[src/rtl/uart_pkg.sv]
// Shared definitions for the serial receiver: parity encodings, FSM states, frame width.
package uart_pkg;

    localparam int DATA_BITS          = 8;
    localparam int DEFAULT_OVERSAMPLE = 16;

    localparam logic [1:0] PARITY_NONE     = 2'b00;
    localparam logic [1:0] PARITY_ODD      = 2'b01;
    localparam logic [1:0] PARITY_EVEN     = 2'b10;
    localparam logic [1:0] PARITY_NONE_ALT = 2'b11;

    typedef enum logic [2:0] {
        IDLE,
        START,
        DATA,
        PARITY,
        STOP
    } rx_state_e;

    function automatic logic parity_enabled(input logic [1:0] pt);
        return (pt == PARITY_ODD) || (pt == PARITY_EVEN);
    endfunction

endpackage

[src/rtl/rx_sampler.sv]
// Line front end: 2-flop synchronizer, falling-edge detect and bit-value selection.
// SIPO_RX_MAJORITY_VOTE_EN selects a 2-of-3 vote over the last three synchronized samples.
module rx_sampler (
    input  logic baud_clk,
    input  logic reset_n,
    input  logic i_rx,
    output logic o_rx_s,
    output logic o_fall,
    output logic o_bit
);

    logic r_sync1;
    logic r_sync2;
    logic r_prev;

    always_ff @(posedge baud_clk or negedge reset_n) begin
        if (!reset_n) begin
            r_sync1 <= 1'b1;
            r_sync2 <= 1'b1;
            r_prev  <= 1'b1;
        end else begin
            r_sync1 <= i_rx;
            r_sync2 <= r_sync1;
            r_prev  <= r_sync2;
        end
    end

    assign o_rx_s = r_sync2;
    assign o_fall = r_prev & ~r_sync2;

`ifdef SIPO_RX_MAJORITY_VOTE_EN
    logic r_prev2;

    always_ff @(posedge baud_clk or negedge reset_n) begin
        if (!reset_n) begin
            r_prev2 <= 1'b1;
        end else begin
            r_prev2 <= r_prev;
        end
    end

    // Current, previous and second-previous samples cover ticks mid+1, mid, mid-1.
    assign o_bit = (r_sync2 & r_prev) | (r_sync2 & r_prev2) | (r_prev & r_prev2);
`else
    assign o_bit = r_sync2;
`endif

endmodule

[src/rtl/sipo_rx.sv]
// Oversampled serial receiver: framing FSM, LSB-first shift register and registered status.
// SIPO_RX_MAJORITY_VOTE_EN enables majority voting in rx_sampler (decisions one cycle later).
module sipo_rx
    import uart_pkg::*;
#(
    parameter int OVERSAMPLE = DEFAULT_OVERSAMPLE
) (
    input  logic       baud_clk,
    input  logic       reset_n,
    input  logic       data_rx,
    input  logic [1:0] parity_type,
    output logic [7:0] data_out,
    output logic       data_valid,
    output logic       parity_error,
    output logic       stop_error,
    output logic       active_flag,
    output logic       done_flag
);

    localparam int TW = $clog2(OVERSAMPLE);
    localparam int BW = $clog2(DATA_BITS);
    localparam logic [TW-1:0] TICK_LAST = TW'(OVERSAMPLE - 1);
    localparam logic [BW-1:0] BIT_LAST  = BW'(DATA_BITS - 1);
`ifdef SIPO_RX_MAJORITY_VOTE_EN
    // Only the start check moves; later bits stay aligned because tick restarts from it.
    localparam logic [TW-1:0] TICK_START = TW'(OVERSAMPLE / 2);
`else
    localparam logic [TW-1:0] TICK_START = TW'(OVERSAMPLE / 2 - 1);
`endif

    logic w_rx_s;
    logic w_fall;
    logic w_bit;

    rx_sampler u_rx_sampler (
        .baud_clk (baud_clk),
        .reset_n  (reset_n),
        .i_rx     (data_rx),
        .o_rx_s   (w_rx_s),
        .o_fall   (w_fall),
        .o_bit    (w_bit)
    );

    rx_state_e              r_state;
    logic [TW-1:0]          r_tick;
    logic [BW-1:0]          r_bit_idx;
    logic [DATA_BITS-1:0]   r_shift;
    logic [1:0]             r_parity_type;
    logic                   r_parity_bad;
    logic                   r_need_high;

    always_ff @(posedge baud_clk or negedge reset_n) begin
        if (!reset_n) begin
            r_state       <= IDLE;
            r_tick        <= '0;
            r_bit_idx     <= '0;
            r_shift       <= '0;
            r_parity_type <= PARITY_NONE;
            r_parity_bad  <= 1'b0;
            r_need_high   <= 1'b0;
            data_out      <= 8'h00;
            data_valid    <= 1'b0;
            parity_error  <= 1'b0;
            stop_error    <= 1'b0;
            active_flag   <= 1'b0;
            done_flag     <= 1'b1;
        end else begin
            data_valid <= 1'b0;
            case (r_state)
                IDLE: begin
                    r_tick    <= '0;
                    r_bit_idx <= '0;
                    if (w_rx_s) begin
                        r_need_high <= 1'b0;
                    end
                    // A break leaves r_need_high set until the line is seen high again.
                    if (w_fall && !r_need_high) begin
                        r_state       <= START;
                        r_parity_type <= parity_type;
                        r_parity_bad  <= 1'b0;
                        active_flag   <= 1'b1;
                        done_flag     <= 1'b0;
                    end
                end
                START: begin
                    if (r_tick == TICK_START) begin
                        r_tick <= '0;
                        if (!w_bit) begin
                            r_state <= DATA;
                        end else begin
                            r_state     <= IDLE;
                            active_flag <= 1'b0;
                            done_flag   <= 1'b1;
                        end
                    end else begin
                        r_tick <= r_tick + TW'(1);
                    end
                end
                DATA: begin
                    if (r_tick == TICK_LAST) begin
                        r_tick    <= '0;
                        r_shift   <= {w_bit, r_shift[DATA_BITS-1:1]};
                        r_bit_idx <= r_bit_idx + BW'(1);
                        if (r_bit_idx == BIT_LAST) begin
                            r_state <= parity_enabled(r_parity_type) ? PARITY : STOP;
                        end
                    end else begin
                        r_tick <= r_tick + TW'(1);
                    end
                end
                PARITY: begin
                    if (r_tick == TICK_LAST) begin
                        r_tick       <= '0;
                        r_parity_bad <= ((^r_shift) ^ w_bit) != (r_parity_type == PARITY_ODD);
                        r_state      <= STOP;
                    end else begin
                        r_tick <= r_tick + TW'(1);
                    end
                end
                STOP: begin
                    if (r_tick == TICK_LAST) begin
                        r_tick       <= '0;
                        data_out     <= r_shift;
                        parity_error <= r_parity_bad;
                        stop_error   <= ~w_bit;
                        r_need_high  <= ~w_bit;
                        data_valid   <= 1'b1;
                        active_flag  <= 1'b0;
                        done_flag    <= 1'b1;
                        r_state      <= IDLE;
                    end else begin
                        r_tick <= r_tick + TW'(1);
                    end
                end
                default: begin
                    r_state <= IDLE;
                end
            endcase
        end
    end

endmodule

[config.mk]
export PLATFORM = sky130hd
export DESIGN_NAME = sipo_rx
export DESIGN_NICKNAME = d
export VERILOG_FILES = /design/src/rtl/uart_pkg.sv /design/src/rtl/rx_sampler.sv /design/src/rtl/sipo_rx.sv
export SDC_FILE = /design/constraint.sdc
export NUM_CORES = 1
export LEC_CHECK = 0
export ABC_AREA = 0
export CAP_MARGIN = 40
export CORE_MARGIN = 5
export CORE_UTILIZATION = 39
export DETAILED_ROUTE_END_ITERATION = 8
export PLACE_DENSITY = 0.56
export SLEW_MARGIN = 20
export SYNTH_ARGS = -nofsm -noshare
export SYNTH_HDL_FRONTEND = slang
export SYNTH_SLANG_ARGS = --single-unit
[constraint.sdc]
create_clock -name baud_clk -period 4.9 [get_ports baud_clk]
set_clock_uncertainty 0.05 [all_clocks]
set_input_delay 0.98 -clock baud_clk [delete_from_list [all_inputs] [get_ports baud_clk]]
set_output_delay 0.98 -clock baud_clk [all_outputs]
set_load 0.01 [all_outputs]
**After elaboration in Yosys (flattened, before gate mapping)**

Cells that the tools add are included.

- Reduce and logical (&&, ||, !) cells: 19
- Bitwise operators: 3
- Equal/unequal tests: 18
- Multiplexer cells: 30
- Add/sub/neg operators: 2

Operators with widths:

| operator | number |
|---|---|
| 3-bit 2-to-1 mux | 8 |
| 3-bit case mux with 5 select lines | 1 |
| 1-bit 2-to-1 mux | 12 |
| 2-bit inequality test (second input constant) | 6 |
| 4-bit case mux with 3 select lines | 1 |
| 4-bit 2-to-1 mux | 2 |
| 2-bit AND reduction | 4 |
| 8-bit XOR reduction | 1 |
| 3-bit by 2-bit == test with 1-bit output (second input constant) | 2 |
| 3-bit == test (second input constant) | 2 |
| 1-bit case mux with 3 select lines | 2 |
| 3-bit case mux with 2 select lines | 1 |
| 3-bit AND reduction | 2 |
| 6-bit AND reduction | 1 |
| 2-bit nonzero test | 3 |
| 3-bit nonzero test | 2 |
| 5-bit AND reduction | 1 |
| 4-bit by 1-bit adder with 4-bit output (second input constant) | 1 |
| 4-bit by 3-bit == test with 1-bit output (second input constant) | 1 |
| 4-bit == test (second input constant) | 1 |
| 2-bit by 1-bit inequality test with 1-bit output (second input constant) | 2 |
| 1-bit case mux with 2 select lines | 2 |
| 3-bit by 1-bit adder with 3-bit output (second input constant) | 1 |
| 3-bit by 1-bit == test with 1-bit output (second input constant) | 1 |
| 12 further kinds | 12 |

- Bits in registers: 38
- Word-level logic and storage cells: 88
- Output and inout bits: 13

**Depth between registers and ports, before layout**

- Depth after elaboration: 6
- Gate-level depth with buffers: 6
- Gate-level depth less buffers: 6

**Cells and area by module**

A second synthesis with hierarchy kept.

- Cells, all modules: 164
- Area total of the unflattened synthesis: 1858.0 um2

Modules (own cells, without submodules):

| module | cells an instance | instances | area an instance (um2) |
|---|---|---|---|
| sipo_rx | 159 | 1 | 1757.9 |
| rx_sampler | 5 | 1 | 100.1 |

**Worst setup path after synthesis**

No wires, ideal clock.

- Path type: register -> register
- Start: register u_rx_sampler.r_prev
- End: register r_parity_type[0]
- Slack: 3101 ps
- Period minus slack after synthesis: 1799 ps
- Path buffers: 0
- Data arrival time: 1624 ps
- Cell stages (with the launch flop): 5
- Setup time: 125 ps
- Cell sequence: dfstp_2 or3b_4 a22oi_2 o2111a_2 mux2_4

- Cells in the longest elaborated chain, start to end: 3

Ends and longest elaborated chain:

| element | line | text |
|---|---|---|
| from (decl) | rx_sampler.sv:14 | `logic r_prev;` |
| from (signal assigned) | rx_sampler.sv:24 | `r_prev <= r_sync2;` |
| 1-bit bitwise AND | rx_sampler.sv:29 | `assign o_fall = r_prev & ~r_sync2;` |
| 1-bit logical AND | sipo_rx.sv:77 | `if (w_fall && !r_need_high) begin` |
| 2-bit AND reduction (no source line) | - |  |
| to (signal assigned) | sipo_rx.sv:79 | `r_parity_type <= parity_type;` |
| to (decl) | sipo_rx.sv:48 | `logic [1:0] r_parity_type;` |

No other way between the ends.
A chain may end at the register's enable or synchronous reset.

**Worst setup path in the final report**

- Start: register done_flag
- End: output done_flag

RTL lines:

| element | line | text |
|---|---|---|
| from (decl) | sipo_rx.sv:17 | `output logic done_flag` |
| from (signal assigned) | sipo_rx.sv:66 | `done_flag <= 1'b1;` |
| from (signal assigned) | sipo_rx.sv:82 | `done_flag <= 1'b0;` |
| from (signal assigned) | sipo_rx.sv:93 | `done_flag <= 1'b1;` |

No word-level cell between the ends.

==> metrics.md <==
| Metric | Value |
|---|---|
| Status | finished clean |
| GRT overflow | 0 |
| CP Class | reg -> out |
| TritonCTS clock tree | done |
| Fin crit period | around 2.4 ns |
| Worst skew pair latency | 0.28 ns |
| Unique cell type count in the Yosys netlist | 37 |
| Post-synth EDFFs | 0 |
| Diodes inserted | 0 |
| Via count | approximately 1200 |
| Initial antenna violation count | 0 |
| Pins Over Slew Limit | 0 |
| Fillcell total | 385 |
| Async set or reset register ratio after synthesis | 1.00 |
| CP top delay family | flip-flops |
| DRT met1 WL | roughly 1600 µm |
| Yosys reg bits | 38 |
| Worst Hold Launch | u_rx_sampler.r_sync1 |
| Crit path arrival time | 1.34 ns |
| First-pass detailed-route iteration total | 4 |
| Die Wd | about 78 µm |
| Clk buf depth | 2 |
| Critical path's slowest cell | dfstp_2 |
| Die Area | a little over 0.006 mm² |
| Hold_buf cts | 0 |
| Final Hold Viols | 0 |
| Register area share after synthesis | 0.529 |
| All-Layer GR Usage | 0.124 |
| CTS buffer count | 5 |
| Leading area contributor after synthesis | dfrtp_1 |
| Die height | 78.0 µm |
| Rel. slew slack | 0.612 |
| Io pins | 18 |
| Dpl cells | 210 |
| Final ANT Viol Nets | 0 |
| Final Setup Violations | 0 |
| Worst-path cell chain | clkdlybuf4s50_1 |
| Layout cells sized above 1 | 0.240 |
| CP bufs+invs | 1 |
| Clock sink count | 38 |
| Multi-input gate area | about 800 µm² |
| YS warnings | 0 |
| Post-Route WL | ~3400 µm |
| Row cnt | 24 |
| Drt wl/cell | around 16 µm |
| Worst-case reg-to-reg path depth | 3 |
| First-pass GRT wire length | slightly above 6000 µm |
| Flop2flop setup slack | 2.79 ns |
| Tot Pwr | ~1.1 mW |
| CP Capture Type | primary output |
| Synth Instances | 147 |
| Non-filler cells, final | ~220 |
| Clk slew on worst S/H paths | approximately 0.07 ns |
| Reg2reg end | data_out[6] |
| Layout area overhead | 18.8% |
| Largest net degree at the start of global routing | 39 |
| Avg Cell Area, Syn | 12.3 µm² |
| Post-synth top area share | 0.471 |
| Top FF cell, synth | dfrtp_1 |
| Largest cells by area after synthesis | dfrtp_1 47%, mux2_2 12%, dfstp_2 5.8% |
| Core Area | about 0.0044 mm² |
| RR Startpoint | r_state[0] |
| Critical Path Start Type | flip-flop |
| DR iter-0 viols | 107 |
| Max Used Layer | met4 |
| Worst-margin pin slew | between 0.5 and 0.6 ns |
| DR WL met2 | roughly 1700 µm |
| Max Fanout on Critical Path | 2 |
| Mapped Nets | ~160 |
| Leading cell type in the layout, fill and taps excluded | dfrtp_1 |
| DRC errors left | 0 |
| Vias per inst | approximately 5.5 |
| Final #Nets | 175 |
| Cells on Worst Hold Path | 0 |
| Root Driver | clkbuf_8 |
| Max Cap Viol | 0 |
| Fmax achieved | 423 MHz |
| WP data required | around 3.9 ns |
| Leakage | 0.985 nW |
| RSZ-0062 raised after global routing | false |
| Gpl congestion | ~0.83 |
| Peak VDD IR | about 0.00019 V |
| Post-CTS Resized | 0 |
| P per Cell Area | approximately 500 mW/mm² |
| Hold crit path type | reg -> reg |
| Initial core utilization | 0.409 |
| Vias in the first global route | between 1000 and 1500 |
| CTS HTree Levels | 2 |
| Final period utilization | 0.483 |
| Setup_tns | 0 ns |
| Met3 routed WL | about 120 µm |
| Port bufs | 17 |
| Sequential Area | 956 µm² |
| Mapped cell area | around 0.0018 mm² |
| CP peak stage delay | ~0.53 ns |
| HPWL after DPL | roughly 2400 µm |
| Hold EP | u_rx_sampler.o_bit |
| Post-CTS Setup Bufs | 0 |
| Most frequent cells in the layout | 34 x dfrtp_1, 19 x mux2_2, 16 x clkdlybuf4s50_1, 8 x xnor2_1, 8 x nand2_1 |
==> state kept, by name, indices dropped and copies added (netlist names), 2 cells and up <==
name	count
data_out	8
r_shift	8
r_bit_idx	3
r_parity_type	2
r_tick	4
r_state	3
==> power by group <==
part / total, mW / switching (mW) / internal [mW]
clock: 0.272 / 0.106 / 0.166
combinational: 0.360 / 0.177 / 0.182
sequential: 0.452 / 0.0832 / 0.369
==> through the flow <==
stage / instance area (µm²) / util / hold slack, ns / setup WS (ns)
6_report: 2150 / 0.486 / 0.309 / 2.53
5_1_grt: 2150 / 0.486 / 0.314 / 2.50
4_1_cts: 2130 / 0.482 / 0.311 / 2.52
3_5_place_dp: 2010 / 0.455 / 0.301 / 2.82
3_3_place_gp: 2010 / 0.455 / 0.296 / 2.84
2_1_floorplan: 1810 / - / 0.295 / 3.10
==> cell families (layout without fill, tap and decap cells) <==
logic type	Yosys count	count (layout)	synth area share
compound gates	28	28	0.113
xor+xnor	10	10	0.0561
fa+ha+maj	4	4	0.0277
buf+inv	12	32	0.0270
flops	38	38	0.529
mux	24	24	0.152
simple gates	31	31	0.0949
==> cell usage after synthesis (3+ instances only) <==
cell / count
o21ai_0: 5
ha_1: 4
a22o_1: 5
nand2_1: 8
nor2_1: 6
clkbuf_1: 3
a21oi_1: 6
buf_2: 3
xnor2_1: 8
dfrtp_1: 34
mux2i_1: 3
dfstp_2: 4
inv_1: 6
mux2_2: 19
nand3_1: 6
==> worst register-to-register path, stage by stage (launching register included) <==
cell and delay (ns):
dfrtp_1 0.58, nor2_1 0.40, nand3_1 0.51, mux2_2 0.46
==> worst max path at each step <==
stage	end	slack, ns	from	cells past startpoint
after floorplan	r_parity_type[0]	3.10	u_rx_sampler.r_prev	4
after global placement	done_flag	2.84	done_flag	1
after detailed placement	data_out[6]	2.82	r_state[0]	3
after CTS	done_flag	2.52	done_flag	1
after global routing	done_flag	2.50	done_flag	1
final	done_flag	2.53	done_flag	1
==> cell type report <==
class / instances / area share
sequential: 38 / 0.445
clock inverter: 1 / 0.0140
tap: 52 / 0.0303
timing repair buffer: 18 / 0.0863
inverter: 6 / 0.0105
multi-input combinational: 97 / 0.373
clock buffer: 7 / 0.0402
==> layer usage <==
layer,global-route usage,vias up
met5,0,-
met4,0.0490,0
met3,0.0366,6
met2,0.205,29
met1,0.151,597
li1,-,563
No activity file was read; power rests on OpenSTA's default activity.
